--- src/rtl/vdu_line_fetch_pkg.sv ---
// Shared definitions for the VDU line fetcher: display geometry, RGB332
// field layout, fetch FSM states and the RGB332 -> RGB888 expansion.
package vdu_pkg;

  localparam int VDU_H_ACTIVE = 640;
  localparam int VDU_V_ACTIVE = 480;

  // RGB332 field positions inside one pixel byte
  localparam int R_MSB = 7;
  localparam int R_LSB = 5;
  localparam int G_MSB = 4;
  localparam int G_LSB = 2;
  localparam int B_MSB = 1;
  localparam int B_LSB = 0;

  typedef enum logic [1:0] {
    IDLE,
    FETCH,
    WAIT_ACK
  } fetch_state_e;

  typedef struct packed {
    logic [7:0] r;
    logic [7:0] g;
    logic [7:0] b;
  } rgb_t;

  // Bit replication keeps full-scale codes at 0x00/0xFF and spreads the rest evenly.
  function automatic rgb_t rgb332_expand(input logic [7:0] px);
    logic [2:0] r;
    logic [2:0] g;
    logic [1:0] b;
    rgb_t       o;
    r   = px[R_MSB:R_LSB];
    g   = px[G_MSB:G_LSB];
    b   = px[B_MSB:B_LSB];
    o.r = {r, r, r[2:1]};
    o.g = {g, g, g[2:1]};
    o.b = {b, b, b, b};
    return o;
  endfunction

endpackage

--- src/rtl/vdu_line_fetch_fifo.sv ---
// vdu_fifo: small synchronous word FIFO between the memory fetcher and the
// pixel path. Flush has priority over push/pop; push on full and pop on
// empty are ignored.
module vdu_fifo #(
  parameter int DEPTH = 16,
  parameter int WIDTH = 16,
  parameter int CNT_W = $clog2(DEPTH + 1)
) (
  input  logic             clk,
  input  logic             reset_n,
  input  logic             flush,
  input  logic             push,
  input  logic [WIDTH-1:0] din,
  input  logic             pop,
  output logic [WIDTH-1:0] dout,
  output logic             empty,
  output logic             full,
  output logic [CNT_W-1:0] free
);

  localparam int PTR_W = $clog2(DEPTH);

  logic [WIDTH-1:0] mem [DEPTH];
  logic [PTR_W-1:0] wr_ptr, rd_ptr;
  logic [CNT_W-1:0] count;
  logic             do_push, do_pop;

  assign empty   = (count == '0);
  assign full    = (count == CNT_W'(DEPTH));
  assign free    = CNT_W'(DEPTH) - count;
  assign dout    = mem[rd_ptr];
  assign do_push = push && !full;
  assign do_pop  = pop && !empty;

  // Storage array, no reset needed: contents are only read below count.
  always_ff @(posedge clk) begin
    if (do_push) mem[wr_ptr] <= din;
  end

  // Pointers and occupancy; DEPTH is a power of 2 so pointers wrap naturally.
  always_ff @(posedge clk or negedge reset_n) begin
    if (!reset_n) begin
      wr_ptr <= '0;
      rd_ptr <= '0;
      count  <= '0;
    end else if (flush) begin
      wr_ptr <= '0;
      rd_ptr <= '0;
      count  <= '0;
    end else begin
      if (do_push) wr_ptr <= wr_ptr + PTR_W'(1);
      if (do_pop)  rd_ptr <= rd_ptr + PTR_W'(1);
      case ({do_push, do_pop})
        2'b10:   count <= count + CNT_W'(1);
        2'b01:   count <= count - CNT_W'(1);
        default: count <= count;
      endcase
    end
  end

endmodule

--- src/rtl/vdu_line_fetch.sv ---
// vdu_line_fetch: per-line pixel fetcher for the VGA output stage.
// Reads packed RGB332 pixel pairs over a single-outstanding req/ack bus into
// a small FIFO and emits one expanded RGB888 pixel per pixel_en strobe.
// Optional: VDU_LINE_FETCH_DOUBLE_SCAN_EN selects 320x240 mode (each byte
// shown on two strobes, each memory line shown on two display lines).
module vdu_line_fetch
  import vdu_pkg::*;
#(
  parameter int ADDR_W     = 20,
  parameter int H_ACTIVE   = VDU_H_ACTIVE,
  parameter int FIFO_DEPTH = 16
) (
  input  logic              clk,
  input  logic              reset_n,
  input  logic [ADDR_W-1:0] base_addr,
  input  logic              frame_start,
  input  logic              line_start,
  input  logic              pixel_en,
  output logic              mem_req,
  output logic [ADDR_W-1:0] mem_addr,
  input  logic              mem_ack,
  input  logic [15:0]       mem_data,
  output logic [7:0]        red,
  output logic [7:0]        green,
  output logic [7:0]        blue,
  output logic              underrun
);

  // Words fetched per display line; also the memory stride between lines,
  // so a double-scan frame buffer is packed at 320 pixels per line.
`ifdef VDU_LINE_FETCH_DOUBLE_SCAN_EN
  localparam int LINE_WORDS = H_ACTIVE / 4;
`else
  localparam int LINE_WORDS = H_ACTIVE / 2;
`endif
  localparam int WL_W  = $clog2(H_ACTIVE / 2 + 1);
  localparam int CNT_W = $clog2(FIFO_DEPTH + 1);

  fetch_state_e      state_q, state_d;
  logic              fetch_go, ack_take;
  logic [ADDR_W-1:0] line_addr;
  logic [WL_W-1:0]   words_left;

  logic [15:0]       fifo_dout;
  logic              fifo_empty, fifo_full, fifo_pop;
  logic [CNT_W-1:0]  fifo_free;

  logic              byte_sel;
  logic              last_rep;
  logic [7:0]        pix_byte;
  rgb_t              pix_q;

  vdu_fifo #(
    .DEPTH (FIFO_DEPTH),
    .WIDTH (16),
    .CNT_W (CNT_W)
  ) u_fifo (
    .clk     (clk),
    .reset_n (reset_n),
    .flush   (line_start),
    .push    (ack_take),
    .din     (mem_data),
    .pop     (fifo_pop),
    .dout    (fifo_dout),
    .empty   (fifo_empty),
    .full    (fifo_full),
    .free    (fifo_free)
  );

  // Fetch FSM state register
  always_ff @(posedge clk or negedge reset_n) begin
    if (!reset_n) state_q <= IDLE;
    else          state_q <= state_d;
  end

  // Fetch FSM next state; line_start preempts whatever is in flight
  always_comb begin
    state_d  = state_q;
    fetch_go = 1'b0;
    ack_take = 1'b0;
    if (line_start) begin
      state_d = FETCH;
    end else begin
      case (state_q)
        FETCH: begin
          if (words_left == '0) begin
            state_d = IDLE;
          end else if (fifo_free != '0) begin
            fetch_go = 1'b1;
            state_d  = WAIT_ACK;
          end
        end
        WAIT_ACK: begin
          if (mem_ack) begin
            ack_take = 1'b1;
            state_d  = FETCH;
          end
        end
        default: state_d = IDLE;
      endcase
    end
  end

  // Memory addressing: request/address registers and per-line bookkeeping
`ifdef VDU_LINE_FETCH_DOUBLE_SCAN_EN
  logic line_par;
`endif
  always_ff @(posedge clk or negedge reset_n) begin
    if (!reset_n) begin
      mem_req    <= 1'b0;
      mem_addr   <= '0;
      words_left <= '0;
      line_addr  <= '0;
`ifdef VDU_LINE_FETCH_DOUBLE_SCAN_EN
      line_par   <= 1'b0;
`endif
    end else begin
      if (line_start) begin
        mem_req    <= 1'b0;
        mem_addr   <= line_addr;
        words_left <= WL_W'(LINE_WORDS);
`ifdef VDU_LINE_FETCH_DOUBLE_SCAN_EN
        // advance only after the second showing of a memory line
        line_par   <= ~line_par;
        if (line_par) line_addr <= line_addr + ADDR_W'(LINE_WORDS);
`else
        line_addr  <= line_addr + ADDR_W'(LINE_WORDS);
`endif
      end else begin
        if (fetch_go) mem_req <= 1'b1;
        if (ack_take) begin
          mem_req    <= 1'b0;
          mem_addr   <= mem_addr + ADDR_W'(1);
          words_left <= words_left - WL_W'(1);
        end
      end
      // frame_start only rebases; a fetch already running is left alone
      if (frame_start) begin
        line_addr <= base_addr;
`ifdef VDU_LINE_FETCH_DOUBLE_SCAN_EN
        line_par  <= 1'b0;
`endif
      end
    end
  end

  // Pixel repeat counter: in double-scan each byte spans two strobes
`ifdef VDU_LINE_FETCH_DOUBLE_SCAN_EN
  logic rep_q;
  always_ff @(posedge clk or negedge reset_n) begin
    if (!reset_n)                     rep_q <= 1'b0;
    else if (line_start)              rep_q <= 1'b0;
    else if (pixel_en && !fifo_empty) rep_q <= ~rep_q;
  end
  assign last_rep = rep_q;
`else
  assign last_rep = 1'b1;
`endif

  assign pix_byte = byte_sel ? fifo_dout[15:8] : fifo_dout[7:0];
  assign fifo_pop = pixel_en && !fifo_empty && byte_sel && last_rep;

  // Pixel output register, byte select and sticky underrun flag
  always_ff @(posedge clk or negedge reset_n) begin
    if (!reset_n) begin
      pix_q    <= '0;
      byte_sel <= 1'b0;
      underrun <= 1'b0;
    end else begin
      pix_q <= '0;
      if (frame_start) underrun <= 1'b0;
      if (pixel_en) begin
        if (fifo_empty) begin
          underrun <= 1'b1;
        end else begin
          pix_q <= rgb332_expand(pix_byte);
          if (last_rep) byte_sel <= ~byte_sel;
        end
      end
      if (line_start) byte_sel <= 1'b0;
    end
  end

  assign red   = pix_q.r;
  assign green = pix_q.g;
  assign blue  = pix_q.b;

  // The FETCH guard must make pushing into a full FIFO impossible
  a_no_push_full: assert property (@(posedge clk) disable iff (!reset_n)
                                   !(ack_take && fifo_full));

endmodule
--- config.mk ---
export PLATFORM = sky130hd
export DESIGN_NAME = vdu_line_fetch
export DESIGN_NICKNAME = d
export VERILOG_FILES = /design/src/rtl/vdu_line_fetch_pkg.sv /design/src/rtl/vdu_line_fetch_fifo.sv /design/src/rtl/vdu_line_fetch.sv
export SDC_FILE = /design/constraint.sdc
export NUM_CORES = 1
export LEC_CHECK = 0
export ABC_CLOCK_PERIOD_IN_PS = 8900
export BUFFER_PORTS_ARGS = -buffer_cell sky130_fd_sc_hd__buf_4
export CAP_MARGIN = 40
export CORE_MARGIN = 2
export CORE_UTILIZATION = 45
export CTS_CLUSTER_DIAMETER = 150
export DETAILED_ROUTE_END_ITERATION = 10
export GPL_TIMING_DRIVEN = 0
export PLACE_DENSITY = 0.69
export SKIP_CTS_REPAIR_TIMING = 1
export SYNTH_ARGS = -nofsm -noshare
export SYNTH_HDL_FRONTEND = slang
export SYNTH_SLANG_ARGS = --single-unit
--- constraint.sdc ---
create_clock -name clk -period 8.9 [get_ports clk]
set_input_delay 1.78 -clock clk [delete_from_list [all_inputs] [get_ports clk]]
set_output_delay 1.78 -clock clk [all_outputs]
set_load 0.02 [all_outputs]
# Word level (Yosys, flattened, before mapping)
# Memories as Yosys holds them, arrays and structs flattened.
# Cells that the tools add are included.
word_totals:
  reg_bits: 91
  ramBits: 256
  in_bits: 42
  out_inout_bits: 46
  wordCells: 87
  mem_count: 1
classes:
  addsub: 8
  n_eq_ne: 8
  mux: 38
  n_bitwise: 1
  reduce_logical: 18
memory_table:
  columns: ["memory", "depth", "width", "rd", "rd_clocked_by_memory_dff", "write_ports", "line_no", "text"]
  rows:
  - ["u_fifo.mem", 16, 16, 1, 0, 1, "vdu_line_fetch_fifo.sv:23", "logic [WIDTH-1:0] mem [DEPTH];"]
op_table:
  columns: ["op", "count"]
  rows:
  - ["$mux W20", 4]
  - ["$mux W24", 2]
  - ["$add A20 B1 Y20 const B", 1]
  - ["$add A20 B9 Y20 const B", 1]
  - ["$mux W1", 18]
  - ["$mux W9", 2]
  - ["$mux W4", 4]
  - ["$pmux W5 S2", 1]
  - ["$reduce_bool A2 Y1", 5]
  - ["$logic_not A9 Y1", 1]
  - ["$sub A9 B1 Y9 const B", 1]
  - ["$add A4 B1 Y4 const B", 2]
  - ["$mux W2", 4]
  - ["$mux W8", 1]
  - ["$reduce_bool A3 Y1", 2]
  - ["$add A5 B1 Y5 const B", 1]
  - ["$eq A5 B5 Y1 const B", 1]
  - ["$logic_not A5 Y1", 1]
  - ["$mux W5", 1]
  - ["$reduce_bool A5 Y1", 1]
  - ["$sub A5 B1 Y5 const B", 1]
  - ["$sub A5 B5 Y5 const A", 1]
  - ["$eq A2 B1 Y1 const B", 2]
  - ["$eq A2 B2 Y1 const B", 2]
  - ["8 further kinds", 13]

# Depth between registers and ports, before layout
depth:
  depth_word: 9
  depth_mapped: 11

# By module
# From an unflattened synthesis, not the netlist that was laid out.
unflattened:
  hier_cells: 846
  area_unflattened_um2: 13830.8
modules_own_cells:
  columns: ["module", "n_inst", "cells_per_inst", "area_each_um2", "seq_area_each_um2"]
  rows:
  - ["vdu_fifo", 1, 501, 10525.1, 8012.7]
  - ["vdu_line_fetch", 1, 345, 3305.7, 1551.5]

# Worst setup path before layout
# No wires, ideal clock.
synth_path:
  path_kind: "input to register"
  start: "input mem_ack"
  end: "memory u_fifo.mem[4][0], enable pin"
  setup_ns: 0.409
  t_arrival_ns: 3.381
  required_ns: 8.491
  path_slack_ns: 5.110
  cell_stages: 4
  path_buffers: 0
  cell_sequence: "nand3b_1 nor2_1 nand2_1 nor3_1"
synth_between:
  elab_chain_cells: 6
synth_lines:
  columns: ["item", "line_no", "text"]
  rows:
  - ["from (decl)", "vdu_line_fetch.sv:21", "input logic mem_ack,"]
  - ["$mux W1", "vdu_line_fetch.sv:94", "if (mem_ack) begin"]
  - ["$mux W1", "vdu_line_fetch.sv:84", "case (state_q)"]
  - ["$mux W1", "vdu_line_fetch.sv:81", "if (line_start) begin"]
  - ["$logic_and A1 B1 Y1", "vdu_line_fetch_fifo.sv:32", "assign do_push = push && !full;"]
  - ["$mux W1", "vdu_line_fetch_fifo.sv:37", "if (do_push) mem[wr_ptr] <= din;"]
  - ["$mux W1 (implied by the code)", "vdu_line_fetch_fifo.sv:37", null]
  - ["to (decl)", "vdu_line_fetch_fifo.sv:23", null]
# No other way between the ends.

# Worst setup path after layout
layout_path:
  start: "input mem_ack"
  end: "memory u_fifo.mem[6][4], enable pin"
# Same word-level chain as after synthesis.

==> out/results.ini <==
[hold_path]
holdPathEnd = mem_addr[1]
hp-class = flop to flop
whs_path_depth = 2
worstHoldStart = line_addr[1]

[detailed_routing]
dr.pass1.iters = 5
drt_wl_total_mm = 31.1
route.detailed.drc = 0
via_per_inst = 5.52
vias = 8033
avgRoutedWirePerCell_um = 21.4
drt_iter0_markers = 503
ant_nets = 0

[finish]
n_antenna_cell = 0
fillers = 2425
final_cell_area_um2 = 16400
final_common_cell = edfxtp_1
area_growth_pct = 18.6
layout_common_cells = edfxtp_1 (256), buf_4 (114), dfrtp_1 (75), mux2i_1 (74), nand2_1 (65)
nets = 1086
drive_gt1_frac = 0.236

[critical_path]
reg2reg_from = u_fifo.count[2]
cp.required_ps = 9110
worstPathArrival_ps = 3640
cpPeakStageDelay_ps = 690
r2r-end = u_fifo.count[4]
r2r_cells = 11
critPathKind = input port to flop
crit_slowest_cell = nor3_2
r2r_slack_ps = 5940
cp-start-kind = input port
end_kind = flop
path_cells = buf_4, nand3b_1, nor2_1, nand2_1, nor3_2, buf_4
crit_top_cell = buf_4
crit_fanout = 9

[sta]
drv_slew = 0
finClkSkew_ps = 28.8
finalHoldViolCount = 0
fin_crit_sh = 0.386
finalSetupViolCount = 0
max_freq_ghz = 0.291
tns_ps = 0
relSlewSlack = 0.422
tightest_slew_ps = 862
min_period_ps = 3440
rsz0062_at_grt = false

[floorplan]
start_util = 0.455
die_h_um = 179
dieArea_um2 = 32100
ios = 88
core_um2 = 30300
rows = 64
die_w_um = 179

[status]
status = completed

[clocking]
cts_tree = built
clockBufferDepth = 3
cts_made_buffers = 36
cts.sinks = 331
clk_pin_slew_ps = 60
clk_latency_ps = 530
htreeDepth = 2
root_buffer = clkbuf_16

[placement]
placed_area_um2 = 15200
place.gp.congestion = 0.826
dp_hpwl_mm = 21.1
portBuffers = 85

[synthesis]
synth_top_flop_cell = edfxtp_1
synth.top_cell.area_share = 0.557
synth_fa_ha_area_frac = 0.0118
synthTopCellsByArea = edfxtp_1 (56%), dfrtp_1 (14%), mux4_2 (5.6%), mux2i_1 (5.4%), xnor2_1 (1.8%)
synth_edf_count = 256
muxShareOfSynthArea = 0.117
ys.warnings.count = 0
synth-seq-area-share = 0.693
synth_top_family_by_area = multiplexers
synth_xor_area_frac = 0.0298
synthDistinctLibCells = 47
ys_seq_elements = 331
synthSimpleGateAreaFrac = 0.0665
syn-cell-area_um2 = 13800
synth.avg_cell_area_um2 = 15.6
async_flop_share = 0.227
yosysTopAreaCell = edfxtp_1
synth_nets = 942
synth-compound-area-share = 0.0524
syn_inst = 887

[power_and_ir_drop]
switchingPower_w = 0.000710
power.density_nw_per_um2 = 202
max-vdd-ir-drop_mv = 0.178
p_int_w = 0.00260
p_comb_frac = 0.045
p_leak_nw = 5.70
power_w = 0.00331
p_seq_frac = 0.520
clockPowerShare = 0.435
switching_share = 0.214

[run]
max-cap-violations = 0

[global_routing]
grt.total_usage = 0.199
grt_max_degree = 52
grt_pass1_wl_mm = 47.2
grt_antenna_before_repair = 0
grt.overflow.total = 0
first_global_vias = 8119

==> power by group through the flow <==
| stage | combinational (W) | clock, W | sequential (W) |
|---|---|---|---|
| after floorplan | 0.0000576 | 0 | 0.00176 |
| after global placement | 0.000143 | 0 | 0.00175 |
| after detailed placement | 0.000149 | 0 | 0.00175 |
| after CTS | 0.000149 | 0.00146 | 0.00172 |
| after global routing | 0.000164 | 0.00151 | 0.00173 |
| final | 0.000148 | 0.00144 | 0.00172 |
==> synthesized netlist by cell type, types with 13 or more instances <==
cell type  number
nor2_1         42
inv_1          15
buf_4          21
a21oi_1        15
nand2_1        65
xor2_1         18
o22ai_1        30
o31ai_1        13
dfrtp_1        75
o21ai_0        43
mux4_2         34
clkbuf_1       17
nand3_1        13
ha_1           13
xnor2_1        29
edfxtp_1      256
mux2i_1        74
==> flip-flops by register name, summed over array words and instances (netlist names) <==
name,flops
u_fifo.mem,256
underrun,1
line_addr,20
byte_sel,1
u_fifo.wr_ptr,4
u_fifo.rd_ptr,4
blue,2
words_left,9
green,3
red,3
state_q,2
mem_addr,20
mem_req,1
u_fifo.count,5
==> critical path: cells and delay by family <==
family	cells	cell delay, ps
simple gates	4	1390
buf+inv	2	460
==> routing by layer <==
| metal | track usage | routed length [µm] | up-vias |
|---|---|---|---|
| met5 | 0 | 0 | - |
| met1 | 0.268 | 13400 | 4036 |
| met2 | 0.333 | 15000 | 284 |
| li1 | - | - | 3650 |
| met3 | 0.0341 | 1990 | 63 |
| met4 | 0.0576 | 710 | 0 |
==> cell type report <==
class                           count  area, µm²  area share
Sequential cell                   331       9560       0.584
Multi-Input combinational cell    483       3860       0.236
Clock buffer                       51        998      0.0610
Timing Repair Buffer              106        906      0.0554
Tap cell                          396        495      0.0303
Buffer                             58        340      0.0208
Clock inverter                     15        139     0.00849
Inverter                           15       56.3     0.00344
==> per-stage QoR <==
step | setup slack, ps | util | hold WS, ps | std cells
finish | 5460 | 0.539 | 481 | 1455
global route | 5290 | 0.539 | 530 | 1455
CTS | 5450 | 0.539 | 488 | 1455
detailed placement | 4930 | 0.502 | 474 | 1389
global placement | 3620 | 0.492 | 463 | 1368
floorplan | 5110 | - | 449 | 887
==> cell families (layout without fill, tap and decap cells) <==
group           Yosys count  in the layout
xor+xnor                 47             47
simple gates            188            188
mux                     118            118
buf+inv                  73            245
compound gates          117            117
fa+ha+maj                13             13
flops                   331            331
==> worst max path at each step <==
stage                     startpoint           endpoint  slack (ps)
after floorplan              mem_ack   u_fifo.mem[4][0]        5110
after global placement       mem_ack   u_fifo.mem[5][1]        3620
after detailed placement     mem_ack   u_fifo.mem[6][1]        4930
after CTS                    mem_ack   u_fifo.mem[6][4]        5450
after global routing         mem_ack  u_fifo.mem[6][12]        5290
final                        mem_ack   u_fifo.mem[6][4]        5460
No activity file was read; power rests on OpenSTA's default activity.
